[src/rtl/overlay_pkg.sv]
// ============================================================================
// Module   : overlay_pkg
// Purpose  : Shared word layout, FSM state encoding and source-pick helper
//            for the overlay sequencer.
// Revision : 1.0
// ============================================================================
`default_nettype none

package overlay_pkg;

    localparam int WORD_W    = 54;
    localparam int MASK_OFF  = 50;
    localparam int MASK_W    = 4;
    localparam int FRAME_OFF = 49;
    localparam int FRAME_W   = 1;
    localparam int ADDR_OFF  = 32;
    localparam int ADDR_W    = 17;
    localparam int PIXEL_OFF = 0;
    localparam int PIXEL_W   = 32;

    typedef enum logic [2:0] {
        IDLE   = 3'd0,
        START  = 3'd1,
        STREAM = 3'd2,
        DACK   = 3'd3,
        NEXT   = 3'd4
    } state_e;

    // Returns {found, index} of the lowest set bit of en at or above from.
    function automatic logic [3:0] first_src(input logic [7:0] en, input logic [3:0] from);
        logic [3:0] r;
        r = '0;
        for (int i = 7; i >= 0; i--) begin
            if (en[i] && (4'(i) >= from)) r = {1'b1, 3'(i)};
        end
        return r;
    endfunction

endpackage

`default_nettype wire

[src/rtl/overlay_word_mux.sv]
// ============================================================================
// Module   : overlay_word_mux
// Purpose  : Combinational source-to-frame-buffer word path with frame-bit
//            substitution and ready demux.
// Revision : 1.0
// ============================================================================
`default_nettype none

module overlay_word_mux
    import overlay_pkg::*;
#(
    parameter int NUM_SRC = 2,
    parameter int SEL_W   = 1
) (
    input  logic [SEL_W-1:0]          sel_i,
    input  logic                      active_i,
    input  logic                      frame_i,
    input  logic [WORD_W*NUM_SRC-1:0] src_dout_i,
    input  logic [NUM_SRC-1:0]        src_valid_i,
    input  logic                      fb_ready_i,
    output logic [WORD_W-1:0]         fb_dout_o,
    output logic                      fb_valid_o,
    output logic [NUM_SRC-1:0]        src_ready_o
);

    always_comb begin
        fb_dout_o   = '0;
        fb_valid_o  = 1'b0;
        src_ready_o = '0;
        if (active_i) begin
            for (int i = 0; i < NUM_SRC; i++) begin
                if (SEL_W'(i) == sel_i) begin
                    fb_dout_o            = src_dout_i[i*WORD_W +: WORD_W];
                    fb_dout_o[FRAME_OFF] = frame_i;
                    fb_valid_o           = src_valid_i[i];
                    src_ready_o[i]       = fb_ready_i;
                end
            end
        end
    end

endmodule

`default_nettype wire

[src/rtl/overlay_sched.sv]
// ============================================================================
// Module   : overlay_sched
// Purpose  : Per-frame overlay source sequencer and frame-buffer write arbiter.
//            Optional start_ack watchdog enabled by OVERLAY_SCHED_WDOG_EN.
// Revision : 1.0
// ============================================================================
`default_nettype none

module overlay_sched
    import overlay_pkg::*;
#(
    parameter int NUM_SRC  = 2,
    parameter int WDOG_CYC = 1024
) (
    input  logic                      clock,
    input  logic                      reset_n,
    input  logic                      trigger,
    input  logic [NUM_SRC-1:0]        src_en,
    output logic [NUM_SRC-1:0]        src_start,
    input  logic [NUM_SRC-1:0]        src_start_ack,
    input  logic [NUM_SRC-1:0]        src_done,
    output logic [NUM_SRC-1:0]        src_done_ack,
    input  logic [WORD_W*NUM_SRC-1:0] src_dout,
    input  logic [NUM_SRC-1:0]        src_valid,
    output logic [NUM_SRC-1:0]        src_ready,
    output logic [WORD_W-1:0]         fb_dout,
    output logic                      fb_valid,
    input  logic                      fb_ready,
    output logic                      busy,
    output logic                      pass_done,
    output logic                      overrun,
    output logic [NUM_SRC-1:0]        skip_err
);

    localparam int K_W  = (NUM_SRC > 1) ? $clog2(NUM_SRC) : 1;
    localparam int WD_W = $clog2(WDOG_CYC + 1);
`ifdef OVERLAY_SCHED_WDOG_EN
    localparam logic WDOG_ON = 1'b1;
`else
    localparam logic WDOG_ON = 1'b0;
`endif

    state_e             state_q, state_d;
    logic [K_W-1:0]     k_q, k_d;
    logic [NUM_SRC-1:0] en_q, en_d;
    logic               frame_q, frame_d;
    logic               pending_q, pending_d;
    logic [NUM_SRC-1:0] skip_q, skip_d;
    logic [WD_W-1:0]    wdog_q, wdog_d;
    logic [7:0]         en8;
    logic [3:0]         pick;

    always_ff @(posedge clock or negedge reset_n) begin
        if (!reset_n) begin
            state_q   <= IDLE;
            k_q       <= '0;
            en_q      <= '0;
            frame_q   <= 1'b1;
            pending_q <= 1'b0;
            skip_q    <= '0;
            wdog_q    <= '0;
        end else begin
            state_q   <= state_d;
            k_q       <= k_d;
            en_q      <= en_d;
            frame_q   <= frame_d;
            pending_q <= pending_d;
            skip_q    <= skip_d;
            wdog_q    <= wdog_d;
        end
    end

    always_comb begin
        state_d      = state_q;
        k_d          = k_q;
        en_d         = en_q;
        frame_d      = frame_q;
        pending_d    = pending_q;
        skip_d       = skip_q;
        wdog_d       = '0;
        src_start    = '0;
        src_done_ack = '0;
        pass_done    = 1'b0;
        overrun      = 1'b0;
        en8          = '0;
        pick         = '0;

        // Triggers arriving mid-pass queue one deep; any further ones are dropped.
        if (trigger && (state_q != IDLE)) begin
            if (pending_q) overrun   = 1'b1;
            else           pending_d = 1'b1;
        end

        case (state_q)
            IDLE: begin
                if (trigger || pending_q) begin
                    pending_d            = 1'b0;
                    en_d                 = src_en;
                    skip_d               = '0;
                    en8[NUM_SRC-1:0]     = src_en;
                    pick                 = first_src(en8, 4'd0);
                    if (pick[3]) begin
                        k_d     = K_W'(pick[2:0]);
                        state_d = START;
                    end else begin
                        frame_d   = ~frame_q;
                        pass_done = 1'b1;
                    end
                end
            end
            START: begin
                src_start[k_q] = 1'b1;
                wdog_d         = wdog_q + 1'b1;
                if (src_start_ack[k_q]) begin
                    state_d = STREAM;
                end else if (WDOG_ON && (wdog_q == WD_W'(WDOG_CYC - 1))) begin
                    skip_d[k_q] = 1'b1;
                    state_d     = NEXT;
                end
            end
            STREAM: begin
                if (src_done[k_q]) state_d = DACK;
            end
            DACK: begin
                src_done_ack[k_q] = 1'b1;
                if (!src_done[k_q]) state_d = NEXT;
            end
            NEXT: begin
                en8[NUM_SRC-1:0] = en_q;
                pick             = first_src(en8, 4'(k_q) + 4'd1);
                if (pick[3]) begin
                    k_d     = K_W'(pick[2:0]);
                    state_d = START;
                end else begin
                    frame_d   = ~frame_q;
                    pass_done = 1'b1;
                    state_d   = IDLE;
                end
            end
            default: state_d = IDLE;
        endcase
    end

    assign busy     = (state_q != IDLE);
    assign skip_err = skip_q;

    overlay_word_mux #(
        .NUM_SRC (NUM_SRC),
        .SEL_W   (K_W)
    ) u_word_mux (
        .sel_i       (k_q),
        .active_i    (state_q == STREAM),
        .frame_i     (frame_q),
        .src_dout_i  (src_dout),
        .src_valid_i (src_valid),
        .fb_ready_i  (fb_ready),
        .fb_dout_o   (fb_dout),
        .fb_valid_o  (fb_valid),
        .src_ready_o (src_ready)
    );

endmodule

`default_nettype wire

[config.mk]
export PLATFORM = sky130hd
export DESIGN_NAME = overlay_sched
export DESIGN_NICKNAME = d
export VERILOG_FILES = /design/src/rtl/overlay_pkg.sv /design/src/rtl/overlay_word_mux.sv /design/src/rtl/overlay_sched.sv
export SDC_FILE = /design/constraint.sdc
export NUM_CORES = 1
export LEC_CHECK = 0
export ABC_AREA = 1
export CAP_MARGIN = 20
export CORE_UTILIZATION = 29
export DETAILED_ROUTE_END_ITERATION = 7
export GPL_ROUTABILITY_DRIVEN = 0
export PLACE_DENSITY = 0.83
export SYNTH_ARGS = -nofsm -noshare
export SYNTH_HDL_FRONTEND = slang
export SYNTH_HIERARCHICAL = 1
export SYNTH_SLANG_ARGS = --single-unit
[constraint.sdc]
create_clock -name clock -period 1.77 [get_ports clock]
set_input_delay 0.354 -clock clock [delete_from_list [all_inputs] [get_ports clock]]
set_output_delay 0.354 -clock clock [all_outputs]
set_load 0.05 [all_outputs]
==> load_flow_metrics.sql <==
INSERT INTO impl_metrics (metric_group, metric, value, unit) VALUES
('grt', 'initial_antenna_violation_count', '0', ''),
('route', 'drt_iter0_drc', '111', ''),
('cells_and_area', 'areaGrowthSynthToFinish', '194', '%'),
('route', 'vias_per_cell', '4.53', ''),
('route', 'route.met3.wl', '748', 'microns'),
('floorplan', 'die_h', '79.1', 'microns'),
('sta', 'setup-violations-final', '51', ''),
('synth', 'synth_seq_cells', '7', ''),
('route', 'metal2_wl', '5280', 'microns'),
('place', 'place.detailed.hpwl', '6480', 'microns'),
('worst_setup_path', 'crit_start', 'state_q[2]$_DFFE_PN0P_', ''),
('status', 'failing_checks', 'setup timing', ''),
('route', 'met1_length', '3240', 'microns'),
('power_and_ir_drop', 'comb_power_share', '94.7', '%'),
('synth', 'ys_types', '20', ''),
('grt', 'gr_util_all_layers', '26.6', '%'),
('cts', 'clkSlewWorstSetupHoldPaths', '0.04', 'ns'),
('cts', 'root_buffer', 'clkbuf_8', ''),
('synth', 'post_synth_inst_count', '377', ''),
('power_and_ir_drop', 'netSwitchingPower', '0.00594', 'W'),
('sta', 'period_needed', '1.82', 'ns'),
('route', 'detailedRoute.firstPassIterationCount', '4', ''),
('power_and_ir_drop', 'cellInternalPower', '0.00498', 'W'),
('sta', 'final-max-slew-violation-count', '0', ''),
('cells_and_area', 'drive_gt1_share', '37.6', '%'),
('grt', 'grt_max_degree', '41', ''),
('floorplan', 'placement_rows', '27', ''),
('worst_setup_path', 'worstSetupEndpoint', 'fb_dout[43]', ''),
('route', 'postRouteWirelength', '9500', 'microns'),
('cts', 'clock_path_buffers', '2', ''),
('synth', 'ys.warnings.count', '6', ''),
('worst_setup_path', 'worst_setup_path_start_kind', 'flop', ''),
('cells_and_area', 'commonest_non_fill_non_tap_cell_in_the_layout', 'clkdlybuf4s50_1', ''),
('worst_setup_path', 'r2r_slack', '0.27', 'ns'),
('grt', 'grt.overflow.total', '0', ''),
('cells_and_area', 'post-route-util', '90.3', '%'),
('worst_setup_path', 'r2r_end', 'state_q[0]$_DFFE_PN0P_', ''),
('sta', 'post-route-period-util', '103', '%'),
('floorplan', 'initial_utilization', '30.7', '%'),
('power_and_ir_drop', 'peakVddDrop', '1.39', 'mV'),
('worst_setup_path', 'worst_path_max_delay_cell', 'dfrtp_1', ''),
('floorplan', 'die_width', '79.1', 'microns'),
('power_and_ir_drop', 'power.share.sequential', '3.2', '%'),
('sta', 'final_critical_path_setup_slack', '-0.0466', 'ns'),
('synth', 'post_synth_instance_area', '1720', 'sq um'),
('route', 'ant_nets', '0', ''),
('status', 'result_of_the_run', 'finished with violations', ''),
('cts', 'cts_inserted_buffers', '3', ''),
('route', 'via_count', '2906', ''),
('power_and_ir_drop', 'power_density', '2160', 'nW/um^2'),
('worst_setup_path', 'critical_path_sink_type', 'output port', ''),
('floorplan', 'coreArea', '5610', 'sq um'),
('cts', 'cts-hold-fix-buffers', '0', ''),
('hold_path', 'hold_path.class', 'in2async', ''),
('floorplan', 'die-area', '6250', 'sq um'),
('sta', 'grt_setup_unrepaired', 'yes', ''),
('worst_setup_path', 'timing.critical_path.arrival', '1.46', 'ns'),
('cells_and_area', 'num_antenna_cells', '0', ''),
('worst_setup_path', 'cells_traversed_along_the_worst_timing_path', 'inv_2 > nand3_4 > clkinv_8 > clkbuf_16 > nand2_1 > nor2_4 > buf_12', ''),
('cts', 'cts_htree_levels', '1', ''),
('power_and_ir_drop', 'leakage', '2.34', 'nW'),
('cells_and_area', 'finalNonFillerCells', '641', ''),
('sta', 'fin_tns_setup', '-1.14', 'ns'),
('place', 'dp_cells', '620', ''),
('sta', 'final_hold_violations', '0', ''),
('route', 'top_signal_layer_used', 'met4', ''),
('worst_setup_path', 'r2r_cells', '9', ''),
('worst_setup_path', 'timing.critical_path.fanout_max', '8', ''),
('sta', 'hold_slack', '0.388', 'ns'),
('cts', 'worst_skew_pair.late_latency', '0.23', 'ns'),
('worst_setup_path', 'max_stage_delay', '0.39', 'ns');
timing repair:
action,CTS,global route
pin swaps,4,31
endpoints found under the setup margin,60,60
cloned,2,4
resized for setup,16,66
buffers inserted,7,5
critical path: cells and delay by family, from the launching register on:
kind	cells	cell delay (ns)
flops	1	0.39
simple gates	3	0.31
buf+inv	4	0.52
state kept, by name (all words and copies together), names as in the netlist:
register and cells:
pending_q 1, k_q 1, frame_q 1, state_q 3, en_q 1
cell usage after synthesis:
| library cell | number | area share [%] |
|---|---|---|
| o21ai_0 | 1 | 0.29 |
| clkbuf_1 | 1 | 0.22 |
| nand4_1 | 2 | 0.73 |
| nor3_1 | 2 | 0.58 |
| nand2_2 | 4 | 1.5 |
| nor2_1 | 126 | 27 |
| nor2_2 | 1 | 0.36 |
| nand3_1 | 4 | 1.2 |
| o21ai_1 | 1 | 0.29 |
| dfrtp_1 | 6 | 8.7 |
| a21oi_1 | 2 | 0.58 |
| nand2_1 | 133 | 29 |
| nand3_2 | 2 | 1.2 |
| inv_2 | 4 | 0.87 |
| buf_2 | 1 | 0.29 |
| buf_6 | 11 | 7.2 |
| inv_1 | 66 | 14 |
| buf_4 | 8 | 3.5 |
| dfstp_2 | 1 | 1.5 |
| conb_1 | 1 | 0.22 |
worst min-delay path by stage:
stage / start / endpoint / depth (start not counted)
after floorplan: reset_n / en_q[1]$_DFFE_PN0P_ / 0
after global placement: frame_q$_DFFE_PN1P_ / frame_q$_DFFE_PN1P_ / 2
after detailed placement: frame_q$_DFFE_PN1P_ / frame_q$_DFFE_PN1P_ / 2
after CTS: reset_n / pending_q$_DFF_PN0_ / 1
after global routing: reset_n / pending_q$_DFF_PN0_ / 1
final: reset_n / pending_q$_DFF_PN0_ / 1
logic make-up after synthesis:
| logic type | Yosys count | share of synthesized area (%) |
|---|---|---|
| AO/OA/AOI/OAI | 4 | 1.16 |
| buffers and inverters | 91 | 26.5 |
| flip-flops | 7 | 10.2 |
| other | 1 | 0.218 |
| AND/OR/NAND/NOR | 274 | 61.9 |
layout make-up:
cell class / count / area (sq um)
fill: 258 / 543
timing repair buffer: 208 / 2780
clock buffer: 4 / 45.0
sequential: 7 / 180
multi-input combinational: 280 / 1690
inverter: 70 / 278
tap: 72 / 90.1
stage by stage:
stage          area, sq um  power [W]
2_1_floorplan         2100    0.00555
3_3_place_gp          4560    0.00907
3_5_place_dp          4560    0.00926
4_1_cts               4760    0.00999
5_1_grt               5060     0.0114
6_report              5060     0.0109
power groups by stage:
stage | Clock [W] | Combinational [W] | Sequential (W)
detailed placement | 0 | 0.00889 | 0.000367
finish | 0.000231 | 0.0103 | 0.000353
CTS | 0.000228 | 0.00941 | 0.000346
global placement | 0 | 0.00871 | 0.000361
floorplan | 0 | 0.00524 | 0.000311
global route | 0.000240 | 0.0108 | 0.000365
metal layers:
layer | vias to the layer above | GRT usage [%]
li1 | 1447 | -
met1 | 1304 | 24.8
met2 | 129 | 55.3
met3 | 26 | 6.09
met4 | 0 | 8.91
met5 | - | 0
Note: power is estimated with default switching activity, not from simulation.
